<file path="src/rtl/mode_seq_pkg.sv">
// Shared types and helpers for the mode sequencer: press FSM encoding and a
// constant ceil(log2) used to size counters and the mode index.
package mode_seq_pkg;

    typedef enum logic [1:0] {
        RELEASED  = 2'd0,
        PRESSED   = 2'd1,
        LONG_HELD = 2'd2
    } press_state_t;

    // Never returns less than 1 so single-value ranges still get a real bit.
    function automatic int clog2(input int value);
        int result;
        result = 0;
        for (int i = 0; i < 31; i++) begin
            if ((1 << i) < value) begin
                result = i + 1;
            end
        end
        if (result < 1) begin
            result = 1;
        end
        return result;
    endfunction

endpackage

</file>
<file path="src/rtl/button_debounce.sv">
// Two-flop synchronizer followed by a stability filter: db only follows the
// synchronized level after it has disagreed with db for DEBOUNCE_CYCLES cycles.
module button_debounce
    import mode_seq_pkg::*;
#(
    parameter int DEBOUNCE_CYCLES = 4
) (
    input  logic ck,
    input  logic reset,
    input  logic raw,
    output logic db
);

    localparam int CNT_W = clog2(DEBOUNCE_CYCLES + 1);

    logic             sync_meta;
    logic             sync_stable;
    logic             db_reg;
    logic [CNT_W-1:0] stable_cnt;

    always_ff @(posedge ck or posedge reset) begin
        if (reset) begin
            sync_meta   <= 1'b0;
            sync_stable <= 1'b0;
            db_reg      <= 1'b0;
            stable_cnt  <= '0;
        end else begin
            sync_meta   <= raw;
            sync_stable <= sync_meta;
            // Any cycle of agreement restarts the qualification window.
            if (sync_stable != db_reg) begin
                if (stable_cnt == CNT_W'(DEBOUNCE_CYCLES - 1)) begin
                    db_reg     <= sync_stable;
                    stable_cnt <= '0;
                end else begin
                    stable_cnt <= stable_cnt + 1'b1;
                end
            end else begin
                stable_cnt <= '0;
            end
        end
    end

    assign db = db_reg;

endmodule

</file>
<file path="src/rtl/mode_sequencer.sv">
// Single-button mode selector: short press advances the mode, long press and
// inactivity timeout return to mode 0. All outputs are registered.
module mode_sequencer
    import mode_seq_pkg::*;
#(
    parameter  int NUM_MODES         = 4,
    parameter  int DEBOUNCE_CYCLES   = 4,
    parameter  int LONG_PRESS_CYCLES = 2000,
    parameter  int TIMEOUT_CYCLES    = 10000,
    localparam int MODE_W            = clog2(NUM_MODES)
) (
    input  logic                 ck,
    input  logic                 reset,
    input  logic                 mode,
    input  logic                 activity,
    output logic [MODE_W-1:0]    mode_sel,
    output logic [NUM_MODES-1:0] mode_onehot,
    output logic                 mode_changed,
    output logic                 long_press
);

    localparam int HOLD_W = clog2(LONG_PRESS_CYCLES + 1);

    logic db;

    press_state_t         state_reg, state_next;
    logic [HOLD_W-1:0]    hold_reg, hold_next;
    logic                 hold_done;
    logic                 short_evt;
    logic                 long_evt;
    logic                 timeout_evt;
    logic [MODE_W-1:0]    mode_reg, mode_next;
    logic [NUM_MODES-1:0] onehot_reg;
    logic                 changed_reg;
    logic                 long_reg;

    button_debounce #(
        .DEBOUNCE_CYCLES(DEBOUNCE_CYCLES)
    ) u_debounce (
        .ck   (ck),
        .reset(reset),
        .raw  (mode),
        .db   (db)
    );

    // Counter value on the cycle before it would reach the long threshold.
    assign hold_done = (hold_reg == HOLD_W'(LONG_PRESS_CYCLES - 1));

    always_ff @(posedge ck or posedge reset) begin
        if (reset) begin
            state_reg <= RELEASED;
            hold_reg  <= '0;
        end else begin
            state_reg <= state_next;
            hold_reg  <= hold_next;
        end
    end

    always_comb begin
        state_next = state_reg;
        hold_next  = hold_reg;
        case (state_reg)
            RELEASED: begin
                if (db) begin
                    state_next = PRESSED;
                    hold_next  = '0;
                end
            end
            PRESSED: begin
                if (!db) begin
                    state_next = RELEASED;
                end else if (hold_done) begin
                    state_next = LONG_HELD;
                    hold_next  = HOLD_W'(LONG_PRESS_CYCLES);
                end else begin
                    hold_next = hold_reg + 1'b1;
                end
            end
            LONG_HELD: begin
                // Counter stays saturated until the button is let go.
                if (!db) begin
                    state_next = RELEASED;
                end
            end
            default: begin
                state_next = RELEASED;
            end
        endcase
    end

    always_comb begin
        short_evt = (state_reg == PRESSED) && !db;
        long_evt  = (state_reg == PRESSED) && db && hold_done;
        mode_next = mode_reg;
        if (long_evt) begin
            mode_next = '0;
        end else if (short_evt) begin
            mode_next = (mode_reg == MODE_W'(NUM_MODES - 1)) ? '0 : mode_reg + 1'b1;
        end else if (timeout_evt) begin
            mode_next = '0;
        end
    end

    generate
        if (TIMEOUT_CYCLES == 0) begin : g_no_timeout
            assign timeout_evt = 1'b0;
        end else begin : g_timeout
            localparam int TIMER_W = clog2(TIMEOUT_CYCLES + 1);

            logic [TIMER_W-1:0] timer_reg, timer_next;
            logic               expire;

            always_comb begin
                timer_next = timer_reg;
                expire     = 1'b0;
                if (db || activity || (mode_reg == '0)) begin
                    timer_next = '0;
                end else if (timer_reg == TIMER_W'(TIMEOUT_CYCLES - 1)) begin
                    timer_next = '0;
                    expire     = 1'b1;
                end else begin
                    timer_next = timer_reg + 1'b1;
                end
            end

            always_ff @(posedge ck or posedge reset) begin
                if (reset) begin
                    timer_reg <= '0;
                end else begin
                    timer_reg <= timer_next;
                end
            end

            assign timeout_evt = expire;
        end
    endgenerate

    // One-hot copy is built from mode_next so it never lags mode_sel.
    always_ff @(posedge ck or posedge reset) begin
        if (reset) begin
            mode_reg    <= '0;
            onehot_reg  <= NUM_MODES'(1);
            changed_reg <= 1'b0;
            long_reg    <= 1'b0;
        end else begin
            mode_reg    <= mode_next;
            onehot_reg  <= NUM_MODES'(1) << mode_next;
            changed_reg <= (mode_next != mode_reg);
            long_reg    <= long_evt;
        end
    end

    assign mode_sel     = mode_reg;
    assign mode_onehot  = onehot_reg;
    assign mode_changed = changed_reg;
    assign long_press   = long_reg;

endmodule

</file>
<file path="config.mk">
export PLATFORM = sky130hd
export DESIGN_NAME = mode_sequencer
export DESIGN_NICKNAME = d
export VERILOG_FILES = /design/src/rtl/mode_seq_pkg.sv /design/src/rtl/button_debounce.sv /design/src/rtl/mode_sequencer.sv
export SDC_FILE = /design/constraint.sdc
export NUM_CORES = 1
export LEC_CHECK = 0
export CAP_MARGIN = 20
export CORE_UTILIZATION = 60
export DETAILED_ROUTE_END_ITERATION = 8
export PLACE_DENSITY = 0.8
export SYNTH_ARGS = -nofsm -noshare
export SYNTH_HDL_FRONTEND = slang
export SYNTH_SLANG_ARGS = --single-unit
</file>
<file path="constraint.sdc">
create_clock -name ck -period 4.15 [get_ports ck]
set_input_delay 0.83 -clock ck [delete_from_list [all_inputs] [get_ports ck]]
set_output_delay 0.83 -clock ck [all_outputs]
set_load 0.02 [all_outputs]
</file>
After elaboration in Yosys (flattened, before gate mapping). Cells that the tools add are included.

Register bits after elaboration: 41. Input bits: 4. Word-level logic and storage cells: 59.

$add $sub $neg: 4. Equality and inequality tests: 12. Shift operators: 1. Muxes and demuxes: 19. Reduce and logical (&&, ||, !) cells: 12.

Operators with widths (number): 11-bit 2-to-1 mux (3); 14-bit 2-to-1 mux (2); 11-bit case mux with 2 select lines (1); 2-bit 2-to-1 mux (8); 14-bit by 1-bit adder with 14-bit output, second input constant (1); 14-bit equality test, second input constant (1); 11-bit by 1-bit adder with 11-bit output, second input constant (1); 11-bit equality test, second input constant (1); 3-bit 2-to-1 mux (2); 2-bit case mux with 3 select lines (1); 3-bit AND reduction (2); 2-bit equality test, second input constant (2); 2-bit zero test (2); 2-bit by 1-bit != test with 1-bit output, second input constant (2); 1-bit by 2-bit << shifter with 4-bit output, first input constant (1); 3-bit by 1-bit adder with 3-bit output, second input constant (1); 3-bit by 2-bit equality test with 1-bit output, second input constant (1); 1-bit logical AND (3); 3-bit != test, second input constant (1); 2-bit by 1-bit adder with 2-bit output, second input constant (1); 2-bit by 1-bit equality test with 1-bit output, second input constant (1); 1-bit logical OR (2); 1-bit 2-to-1 mux (2); 2-bit != test (1); 5 further kinds (5).

Depth between registers and ports, before layout. Gate-level depths: netlist (run 1).

Word-level depth: 7. Mapped depth: 8. Gate-level depth less buffers: 6.

Cells and area by module. A second synthesis (run 1) with hierarchy kept.

Cells, all modules: 189. Area, all modules: 2025.7 µm².

Modules (own cells, without submodules): mode_sequencer (times used 1, cells each 175, area each 1805.5 µm²); button_debounce (times used 1, cells each 14, area each 220.2 µm²).

Worst setup path before layout (run 1). Ideal clock, no wire load.

Kind: reg2reg. Start point: reg g_timeout.timer_reg[7]. End point: reg onehot_reg[3] (netlist: mode_onehot[3]). Library setup time: 139 ps. Arrival time: 1710 ps. Data required time: 4011 ps. Slack: 2300 ps. Cell stages (with the launch flop): 5. Buffers on the path: 0. Clock period less this slack: 1850 ps. Path through: dfrtp_1 -> or4b_1 -> or4_4 -> o211ai_1 -> a211oi_1.

Word-level cells in the longest chain between the ends: 7.

RTL lines: start, declared (line mode_sequencer.sv:110) `logic [TIMER_W-1:0] timer_reg, timer_next;`; start signal, assigned (line mode_sequencer.sv:130) `timer_reg <= timer_next;`; 14-bit equality test (line mode_sequencer.sv:118) `end else if (timer_reg == TIMER_W'(TIMEOUT_CYCLES - 1)) begin`; 1-bit 2-to-1 mux (line mode_sequencer.sv:118); 1-bit 2-to-1 mux (line mode_sequencer.sv:116) `if (db || activity || (mode_reg == '0)) begin`; 2-bit 2-to-1 mux (line mode_sequencer.sv:99) `end else if (timeout_evt) begin`; 2-bit 2-to-1 mux (line mode_sequencer.sv:97) `end else if (short_evt) begin`; 2-bit 2-to-1 mux (line mode_sequencer.sv:95) `if (long_evt) begin`; 1-bit by 2-bit << shifter with 4-bit output (line mode_sequencer.sv:147) `onehot_reg <= NUM_MODES'(1) << mode_next;`; end signal, assigned (line mode_sequencer.sv:147); end, declared (line mode_sequencer.sv:33) `logic [NUM_MODES-1:0] onehot_reg;`.

No other way between the ends. A chain may end at the register's enable or synchronous reset.

Final worst setup path (run 1).
Start point: reg mode_reg[0] (netlist: mode_sel[0]). End point: out mode_sel[0].

RTL lines: start, declared (line mode_sequencer.sv:32) `logic [MODE_W-1:0] mode_reg, mode_next;`; start signal, assigned (line mode_sequencer.sv:146) `mode_reg <= mode_next;`; end, declared (line mode_sequencer.sv:16) `output logic [MODE_W-1:0] mode_sel,`.

No word-level cell between the ends.

==> metrics.md, run 1 <==
| Metric | Value |
|---|---|
| Reg clk slew, reported paths | about 0.12 ns |
| Net Count, Synth | approximately 220 |
| FF-to-FF Start | hold_reg[4] |
| Syn Std Cell Area | about 2100 µm² |
| R2R Setup Slk | roughly 2.1 ns |
| Switching share of power | between 30% and 40% |
| CTS tree | built |
| Sw power | 0.4701 mW |
| Antenna cells | 0 |
| Count of pins over their slew limit | 0 |
| Flop pwr share | 47.1% |
| Setup bufs post-CTS | 0 |
| Most common library cells after synthesis | 40 x dfrtp_1, 26 x nor2_1, 15 x nand2_1, 12 x xnor2_1, 11 x nand3_1 |
| Detailed-route wire length per cell | between 10 and 15 µm |
| Power density over the cells | about 530 nW/µm² |
| Iteration-0 DRC Markers | 132 |
| Hold endpoint | u_debounce.sync_stable |
| Worst path top cell family by delay | buffers and inverters |
| Clk Latency, worst-skew pair | roughly 0.35 ns |
| Final WL | 3946 µm |
| Warnings, synthesis | 0 |
| Tightest Pin Transition | 0.6113 ns |
| First-pass GRT wire length | just under 7000 µm |
| Total number of vias | between 1500 and 2000 |
| Pre-antenna DRT Iters | 4 |
| Fmax | just over 400 MHz |
| Largest net degree at the start of global routing | 42 |
| Pleak | around 0.93 nW |
| H-tree depth | 2 |
| Total congestion overflow | 0 |
| Worst-path cell chain | clkdlybuf4s50_1 |
| Post-Layout Cell Count | 271 |
| Status | complete, no violations |
| CP required | about 3.3 ns |
| Setup-failing EPs final | 0 |
| Flip-flop count of the largest register after layout | 14 |
| Vias in the first global route | around 1600 |
| Clock skew | approximately 0.022 ns |
| CTS buffer count | 5 |
| Post-Route Setup TNS | 0 ns |
| Area of the core | around 3300 µm² |
| Hold path depth | 0 |
| Cell variety after synth | 48 |
| Share of layout cells above drive strength 1 | roughly 7.6% |
| Ports | 12 |
| Initial antenna violation count | 0 |
| Crit-path slowest cell | clkdlybuf4s50_1 |
| Async S/R FF share, synth | 100.0% |
| WS Path Type | flip-flop to primary output |
| IO Port Bufs | 11 |
| Cells on worst reg2reg path | 4 |
| Die height | ~61 µm |
| Highest fanout seen on the critical path | 11 |
| DRC | 0 |
| PostCTS Resize Cnt | 0 |
| Number of flops mapped to enable cells by yosys | 0 |
| CP Capture Type | primary output |
| Detail Route Antenna Nets | 0 |
| Hold violation count in the final report | 0 |
| Crit path largest cell delay | 0.67 ns |
| Peak supply drop | approximately 0.37 mV |
| Top cells by area, synth | dfrtp_1 48%, xnor2_1 5.0%, nor2_1 4.6% |
| Total track usage | about a quarter |
| Synthesis-to-finish area growth | 7.857% |
| Synth Instances | between 200 and 250 |
| Slew headroom | approximately three fifths |
| Vias per cell | 5.948 |
| Synth top area share | around 48% |
| Most used flip-flop cell after synthesis | dfrtp_1 |
| Clk sinks | between 40 and 50 |
| Register area share after synthesis | 48.87% |
| Avg Cell Area, Syn | between 9 and 10 µm² |
| RSZ-0062 raised after global routing | false |
| Cell type with the largest total area after synthesis | dfrtp_1 |
| Final Cycle Share | 58.27% |
| HP Start | u_debounce.sync_meta |
| FF+latch count, synth | just over 40 |
| Power Internal | between 0.7 and 0.8 mW |
| Final net count | about 230 |
| Starting Density | 62.99% |
| Hold-fix buffers, CTS | 0 |
| Placed cells | around 260 |
| Logic pwr share | ~37% |
| Clock share of power | about 16% |
| Max cap viols | 0 |
| CP Buf/Inv Count | 1 |
| Die span in x | about 61 µm |
| GPL Wtd Cong | slightly below 0.9 |
| Die area | 3744 µm² |
| CTS root buf | clkbuf_4 |
| Deepest clock path buffer count | 2 |
| Critical Path AT | between 1.5 and 2 ns |
| Row count | 21 |
| Hold Crit Class | flip-flop to flip-flop |
| Setup crit start kind | flip-flop |
| RR Endpoint | hold_reg[3] |
| Hold_ws | between 0.3 and 0.4 ns |
| Placed wire-length estimate | ~2900 µm |
| Min Tclk post-route | between 2 and 2.5 ns |
| Most frequent cell after synthesis | dfrtp_1 |
[final cells by class]
| type | instances | area, µm² |
|---|---|---|
| timing repair buffer | 12 | 117.6 |
| sequential | 41 | 1027 |
| fill | 280 | 1070 |
| multi-input combinational | 155 | 979.7 |
| inverter | 9 | 33.78 |
| clock buffer | 6 | 41.29 |
| tap | 46 | 57.56 |
| clock inverter | 2 | 10.01 |
[cells in the final DEF (no fill, tap or decap), drive strengths merged, types with 6 or more instances in the layout]
master and instances:
dfrtp 40, nor2 26, nand2 15, xnor2 12, o21ai 12, nand3 11, clkdlybuf4s50 11, nor3 10
a21oi 9, inv 9, clkbuf 6
[cells by family after synthesis]
| logic type | count (synthesis) | share of synthesized area (%) |
|---|---|---|
| xor gates and xnor gates | 13 | 5.417 |
| DFF | 41 | 48.87 |
| and+or+nand+nor | 92 | 23.04 |
| muxes | 3 | 1.488 |
| buffers and inverters | 19 | 4.523 |
| AOI/OAI and AO/OA | 42 | 13.69 |
| adders and majority gates | 5 | 2.976 |
[per-stage QoR]
| step | utilization (%) | setup WS [ns] | total power [mW] | area [µm²] |
|---|---|---|---|---|
| finish | 67.94 | 1.732 | 1.194 | 2267 |
| floorplan | - | 2.300 | 0.9046 | 2102 |
| CTS | 67.94 | 1.716 | 1.203 | 2267 |
| detailed placement | 66.40 | 1.938 | 1.012 | 2216 |
| global placement | 66.40 | 1.993 | 0.9854 | 2216 |
| global route | 67.94 | 1.656 | 1.297 | 2267 |
[per-layer routing]
metal  GRT usage, %  vias to the layer above  part of all wire (%)
met2          44.25                       37                    53
met4          13.96                        0                  0.86
met1          30.54                      788                    42
met5              0                        -                     0
met3          4.202                        4                   4.1
li1               -                      783                     -
[power groups by stage]
stage	sequential [mW]	clock, mW	combinational (mW)
2_1_floorplan	0.560	0	0.345
3_3_place_gp	0.564	0	0.421
3_5_place_dp	0.569	0	0.443
4_1_cts	0.562	0.194	0.446
5_1_grt	0.578	0.209	0.510
6_report	0.562	0.189	0.443
[how the worst max path moves through the flow]
stage	startpoint	end	slack (ns)	cells after the start
finish	mode_sel[0]	mode_sel[0]	1.73	1
global route	mode_sel[0]	mode_sel[0]	1.66	1
CTS	mode_sel[0]	mode_sel[0]	1.72	1
detailed placement	activity	g_timeout.timer_reg[5]	1.94	4
global placement	activity	mode_onehot[3]	1.99	4
floorplan	g_timeout.timer_reg[7]	mode_onehot[3]	2.30	4
(Power assumes the default switching activity.)
==> inputs of run 2 (changes only) <==
--- a/config.mk
+++ b/config.mk
@@ -6,9 +6,9 @@
 export NUM_CORES = 1
 export LEC_CHECK = 0
 export CAP_MARGIN = 20
-export CORE_UTILIZATION = 60
+export CORE_UTILIZATION = 53
 export DETAILED_ROUTE_END_ITERATION = 8
-export PLACE_DENSITY = 0.8
+export PLACE_DENSITY = 0.75
 export SYNTH_ARGS = -nofsm -noshare
 export SYNTH_HDL_FRONTEND = slang
 export SYNTH_SLANG_ARGS = --single-unit
==> constraint.sdc (replaced) <==
create_clock -name ck -period 2.15 [get_ports ck]
set_input_delay 0.43 -clock ck [delete_from_list [all_inputs] [get_ports ck]]
set_output_delay 0.43 -clock ck [all_outputs]
set_load 0.02 [all_outputs]
==> metrics.md, run 2 (synthesis gave the netlist of run 1 again) <==
| Metric | Value |
|---|---|
| Initial antenna violation count | 0 |
| Max cap viols | 0 |
| Met3 wire length | about 150 µm |
| Synthesis-to-finish area growth | 13.15% |
| DRC | 0 |
| CTS root buf | clkbuf_8 |
| Final Core Density | between 60% and 70% |
| Min Tclk post-route | between 1.5 and 2 ns |
| GPL Wtd Cong | 0.8396 |
| Reg clk slew, reported paths | around 0.090 ns |
| Largest net degree at the start of global routing | 42 |
| Clk sinks | 41 |
| Post-Layout Cell Count | about 280 |
| Filler cells | 322 |
| Status | complete, no violations |
| Final WL | approximately 3700 µm |
| Vias in the first global route | about 1500 |
| Vias per cell | roughly 5.7 |
| CP Capture Type | flip-flop |
| Iteration-0 DRC Markers | around 100 |
| Top sig layer | met4 |
| Worst slack, placed | around 0.22 ns |
| Row count | 22 |
| Total number of vias | between 1500 and 2000 |
| Area after DPL | 2263 µm² |
| Worst-path cell chain | or4b_1, or4_4, o21ai_1, a21oi_1 |
| Area of the core | ~3700 µm² |
| Detailed-route wire length per cell | roughly 13 µm |
| Setup crit start kind | flip-flop |
| Placed wire-length estimate | between 2000 and 3000 µm |
| RSZ-0062 raised after global routing | false |
| PostCTS Resize Cnt | 0 |
| Post-Route Setup TNS | 0 ns |
| Starting Density | ~56% |
| Die span in x | between 60 and 70 µm |
| Placed cells | roughly 270 |
| WS Path Type | flip-flop to flip-flop |
| M1 wire length | around 1800 µm |
| Count of pins over their slew limit | 0 |
| Flip-flop count of the largest register after layout | 14 |
| Pleak | around 0.98 nW |
| Hold Crit Class | flip-flop to flip-flop |
| CTS buffer count | 5 |
| CTS tree | built |
| Final net count | approximately 240 |
| Total track usage | 20.18% |
| Die height | between 60 and 70 µm |
| Antenna cells | 0 |
| Commonest non-fill, non-tap cell in the layout | dfrtp_1 |
| Most frequent cells in the layout | 40 x dfrtp_1, 26 x nor2_1, 15 x nand2_1 |
| CP required | 2.32 ns |
| Total congestion overflow | 0 |
| Detail Route Antenna Nets | 0 |
| Clock skew | approximately 0.011 ns |
| Power, Total | 2.597 mW |
| Deepest clock path buffer count | 2 |
| Crit-path slowest cell | or4_4 |
| Share of layout cells above drive strength 1 | 10.39% |
| Hold-fix buffers, CTS | 0 |
| Slew headroom | 65.12% |
| Setup WS post-layout | around 0.21 ns |
| First-pass GRT wire length | 6520 µm |
| Fmax | 516.4 MHz |
| Routed wl met2 | around 1700 µm |
| Setup-failing EPs final | 0 |
| Crit path largest cell delay | 0.59 ns |
| Hold violation count in the final report | 0 |
| Setup bufs post-CTS | 0 |
| Storage cell area | 1027 µm² |
| Highest fanout seen on the critical path | 6 |
| Clk Latency, worst-skew pair | 0.30 ns |
| IO Port Bufs | 11 |
| Area of the multi-input gates | 979.7 µm² |
| Critical Path AT | about 2.1 ns |
| Pre-antenna DRT Iters | 4 |
| Die area | about 4200 µm² |
| Final Cell Area | between 2000 and 2500 µm² |
| Peak supply drop | ~0.55 mV |
| Final Cycle Share | around nine tenths |
| Tightest Pin Transition | ~0.52 ns |
| Ports | 12 |
| Hold_ws | 0.3569 ns |
| Power density over the cells | about 1100 nW/µm² |
| H-tree depth | 2 |
-- run 2: cell count changes in the layout (fill, tap and decap cells not counted) --
cell	change
buf_4	+6
clkbuf_4	-5
clkbuf_8	+5
clkinv_2	-2
bufinv_16	+1
clkbuf_1	-1
clkinv_4	+1
clkinvlp_4	+1
-- run 2: worst paths after layout --
path	from	to	slack (ns)	depth (start not counted)
worst max-delay path	g_timeout.timer_reg[7]	mode_sel[0]	0.21	4
worst min-delay path	u_debounce.sync_meta	u_debounce.sync_stable	0.36	0
worst max register to register	g_timeout.timer_reg[7]	mode_sel[0]	0.21	4
worst min register to register	u_debounce.sync_meta	u_debounce.sync_stable	0.36	0
max in group asynchronous	reset	mode_onehot[0]	1.22	3
min in group asynchronous	reset	g_timeout.timer_reg[9]	0.56	3
-- run 2: cell type report --
type | count | share of cell area (%)
multi-input combinational | 155 | 41.19
clock inverter | 3 | 1.946
timing repair buffer | 18 | 6.839
inverter | 9 | 1.420
clock buffer | 5 | 2.893
sequential | 41 | 43.19
tap | 48 | 2.525
-- run 2: power breakdown --
group	switching, mW	internal, mW	total [mW]
Sequential	0.154	0.907	1.06
Clock	0.282	0.348	0.629
Combinational	0.506	0.401	0.907
-- run 2: critical path: cells and delay by family (launching register included) --
| kind | cells | cell delay, ns |
|---|---|---|
| flops | 1 | 0.41 |
| compound gates | 2 | 0.29 |
| simple gates | 2 | 1.11 |
-- run 2: metal layers --
| layer | up-vias | global-route usage [%] |
|---|---|---|
| met4 | 0 | 7.500 |
| met1 | 750 | 25.97 |
| met5 | - | 0 |
| met3 | 6 | 5.986 |
| li1 | 796 | - |
| met2 | 34 | 31.90 |
==> inputs of run 3 (changes only) <==
--- a/config.mk
+++ b/config.mk
@@ -8,7 +8,9 @@
 export CAP_MARGIN = 20
 export CORE_UTILIZATION = 53
 export DETAILED_ROUTE_END_ITERATION = 8
+export GPL_TIMING_DRIVEN = 1
 export PLACE_DENSITY = 0.75
+export RECOVER_POWER = 25
 export SYNTH_ARGS = -nofsm -noshare
 export SYNTH_HDL_FRONTEND = slang
 export SYNTH_SLANG_ARGS = --single-unit
==> metrics.md, run 3 (synthesis gave the netlist of run 1 again) <==
| Metric | Value |
|---|---|
| Clock skew | between 0.01 and 0.015 ns |
| Count of pins over their slew limit | 0 |
| Worst path top cell family by delay | buffers and inverters |
| Power, Total | approximately 2.6 mW |
| Tightest Pin Transition | a little under 1 ns |
| Status | complete, no violations |
| Clock share of power | between 20% and 30% |
| CP Buf/Inv Count | 1 |
| Min Tclk post-route | 1.939 ns |
| Reg clk slew, reported paths | around 0.09 ns |
| Setup-failing EPs final | 0 |
| Sw power | between 0.9 and 1 mW |
| Flop pwr share | between 40% and 50% |
| Hold violation count in the final report | 0 |
| Setup WS post-layout | around 0.21 ns |
| Synthesis-to-finish area growth | 13.04% |
| CTS root buf | clkbuf_8 |
| PostCTS Resize Cnt | 0 |
| Vias in the first global route | between 1500 and 2000 |
| Final Cycle Share | roughly nine tenths |
| H-tree depth | 2 |
| Switching share of power | a little over a third |
| Hold-fix buffers, CTS | 0 |
| Final net count | roughly 240 |
| Detail Route Antenna Nets | 0 |
| Largest net degree at the start of global routing | 42 |
| Worst slack, placed | 0.2232 ns |
| RSZ-0062 raised after global routing | false |
| Total track usage | 20.18% |
| Setup bufs post-CTS | 0 |
| Flip-flop count of the largest register after layout | 14 |
| Post-Layout Cell Count | about 280 |
| Total number of vias | 1592 |
| Area after DPL | 2263 µm² |
| Final WL | approximately 3700 µm |
| First-pass GRT wire length | between 6000 and 7000 µm |
| Die span in x | about 65 µm |
| Detailed-route wire length per cell | 13.14 µm |
| CP required | roughly 1.7 ns |
| Placed cells | ~270 |
| Placed wire-length estimate | approximately 2600 µm |
| Highest fanout seen on the critical path | 9 |
| Ports | 12 |
| Pleak | 0.9824 nW |
| DRC | 0 |
| Critical Path AT | around 1.5 ns |
| Total congestion overflow | 0 |
| Power Internal | 1.654 mW |
| GPL Wtd Cong | between 0.8 and 0.9 |
| Most frequent cells in the layout | 40 x dfrtp_1, 26 x nor2_1, 15 x nand2_1 |
| CTS buffer count | 5 |
| Crit path largest cell delay | around 0.67 ns |
| Starting Density | 56.15% |
| Clk sinks | approximately 40 |
| CP Capture Type | primary output |
| Commonest non-fill, non-tap cell in the layout | dfrtp_1 |
| Slew headroom | 33.73% |
| Fmax | ~520 MHz |
| Iteration-0 DRC Markers | ~120 |
| Vias per cell | 5.706 |
| Logic pwr share | a little over a third |
| CTS tree | built |
| Hold_ws | between 0.3 and 0.4 ns |
| Antenna cells | 0 |
| Peak supply drop | approximately 0.55 mV |
| Share of layout cells above drive strength 1 | around 10% |
| Storage cell area | just over 1000 µm² |
| Area of the core | 3744 µm² |
| Initial antenna violation count | 0 |
| IO Port Bufs | 11 |
| Pre-antenna DRT Iters | 4 |
| WS Path Type | flip-flop to primary output |
| Worst-path cell chain | clkdlybuf4s50_1 |
| Power density over the cells | roughly 1100 nW/µm² |
| Deepest clock path buffer count | 2 |
| Crit-path slowest cell | clkdlybuf4s50_1 |
| Hold Crit Class | flip-flop to flip-flop |
| Filler cells | 321 |
| Clk Latency, worst-skew pair | ~0.30 ns |
| Post-Route Setup TNS | 0 ns |
| Setup crit start kind | flip-flop |
| Row count | 22 |
| Area of the multi-input gates | ~1000 µm² |
| Final Core Density | a little under two thirds |
| Die height | 64.98 µm |
| Final Cell Area | 2376 µm² |
| Die area | 4222 µm² |
| Max cap viols | 0 |
run 3: layout make-up:
cell class	count	area share [%]
inverters	9	1.422
flip-flops and latches	41	43.23
well taps	48	2.528
repair buffers	18	6.740
clock inverters	3	1.948
multi-input cells	155	41.23
clock buffers	5	2.896
run 3: power groups by stage:
stage	Combinational [mW]	Sequential (mW)	Clock, mW
6_report	0.905	1.06	0.629
5_1_grt	1.01	1.08	0.676
4_1_cts	0.910	1.06	0.648
3_5_place_dp	0.907	1.08	0
3_3_place_gp	0.892	1.07	0
2_1_floorplan	0.666	1.08	0
run 3: per-layer routing:
| layer | global-route usage, % | vias to the layer above | part of all wire (%) |
|---|---|---|---|
| met5 | 0 | - | 0 |
| met4 | 7.500 | 0 | 1.4 |
| met3 | 5.986 | 6 | 4.1 |
| met2 | 31.90 | 34 | 46 |
| met1 | 25.97 | 756 | 48 |
| li1 | - | 796 | - |
run 3: worst paths after layout:
| path | start | endpoint | slack [ns] | cells after the start |
|---|---|---|---|---|
| min | u_debounce.sync_meta | u_debounce.sync_stable | 0.36 | 0 |
| min in group asynchronous | reset | g_timeout.timer_reg[9] | 0.88 | 3 |
| min reg2reg | u_debounce.sync_meta | u_debounce.sync_stable | 0.36 | 0 |
| max reg2reg | g_timeout.timer_reg[7] | mode_sel[0] | 0.21 | 4 |
| max in group asynchronous | reset | long_press | 0.65 | 3 |
| max | mode_sel[1] | mode_sel[1] | 0.21 | 1 |
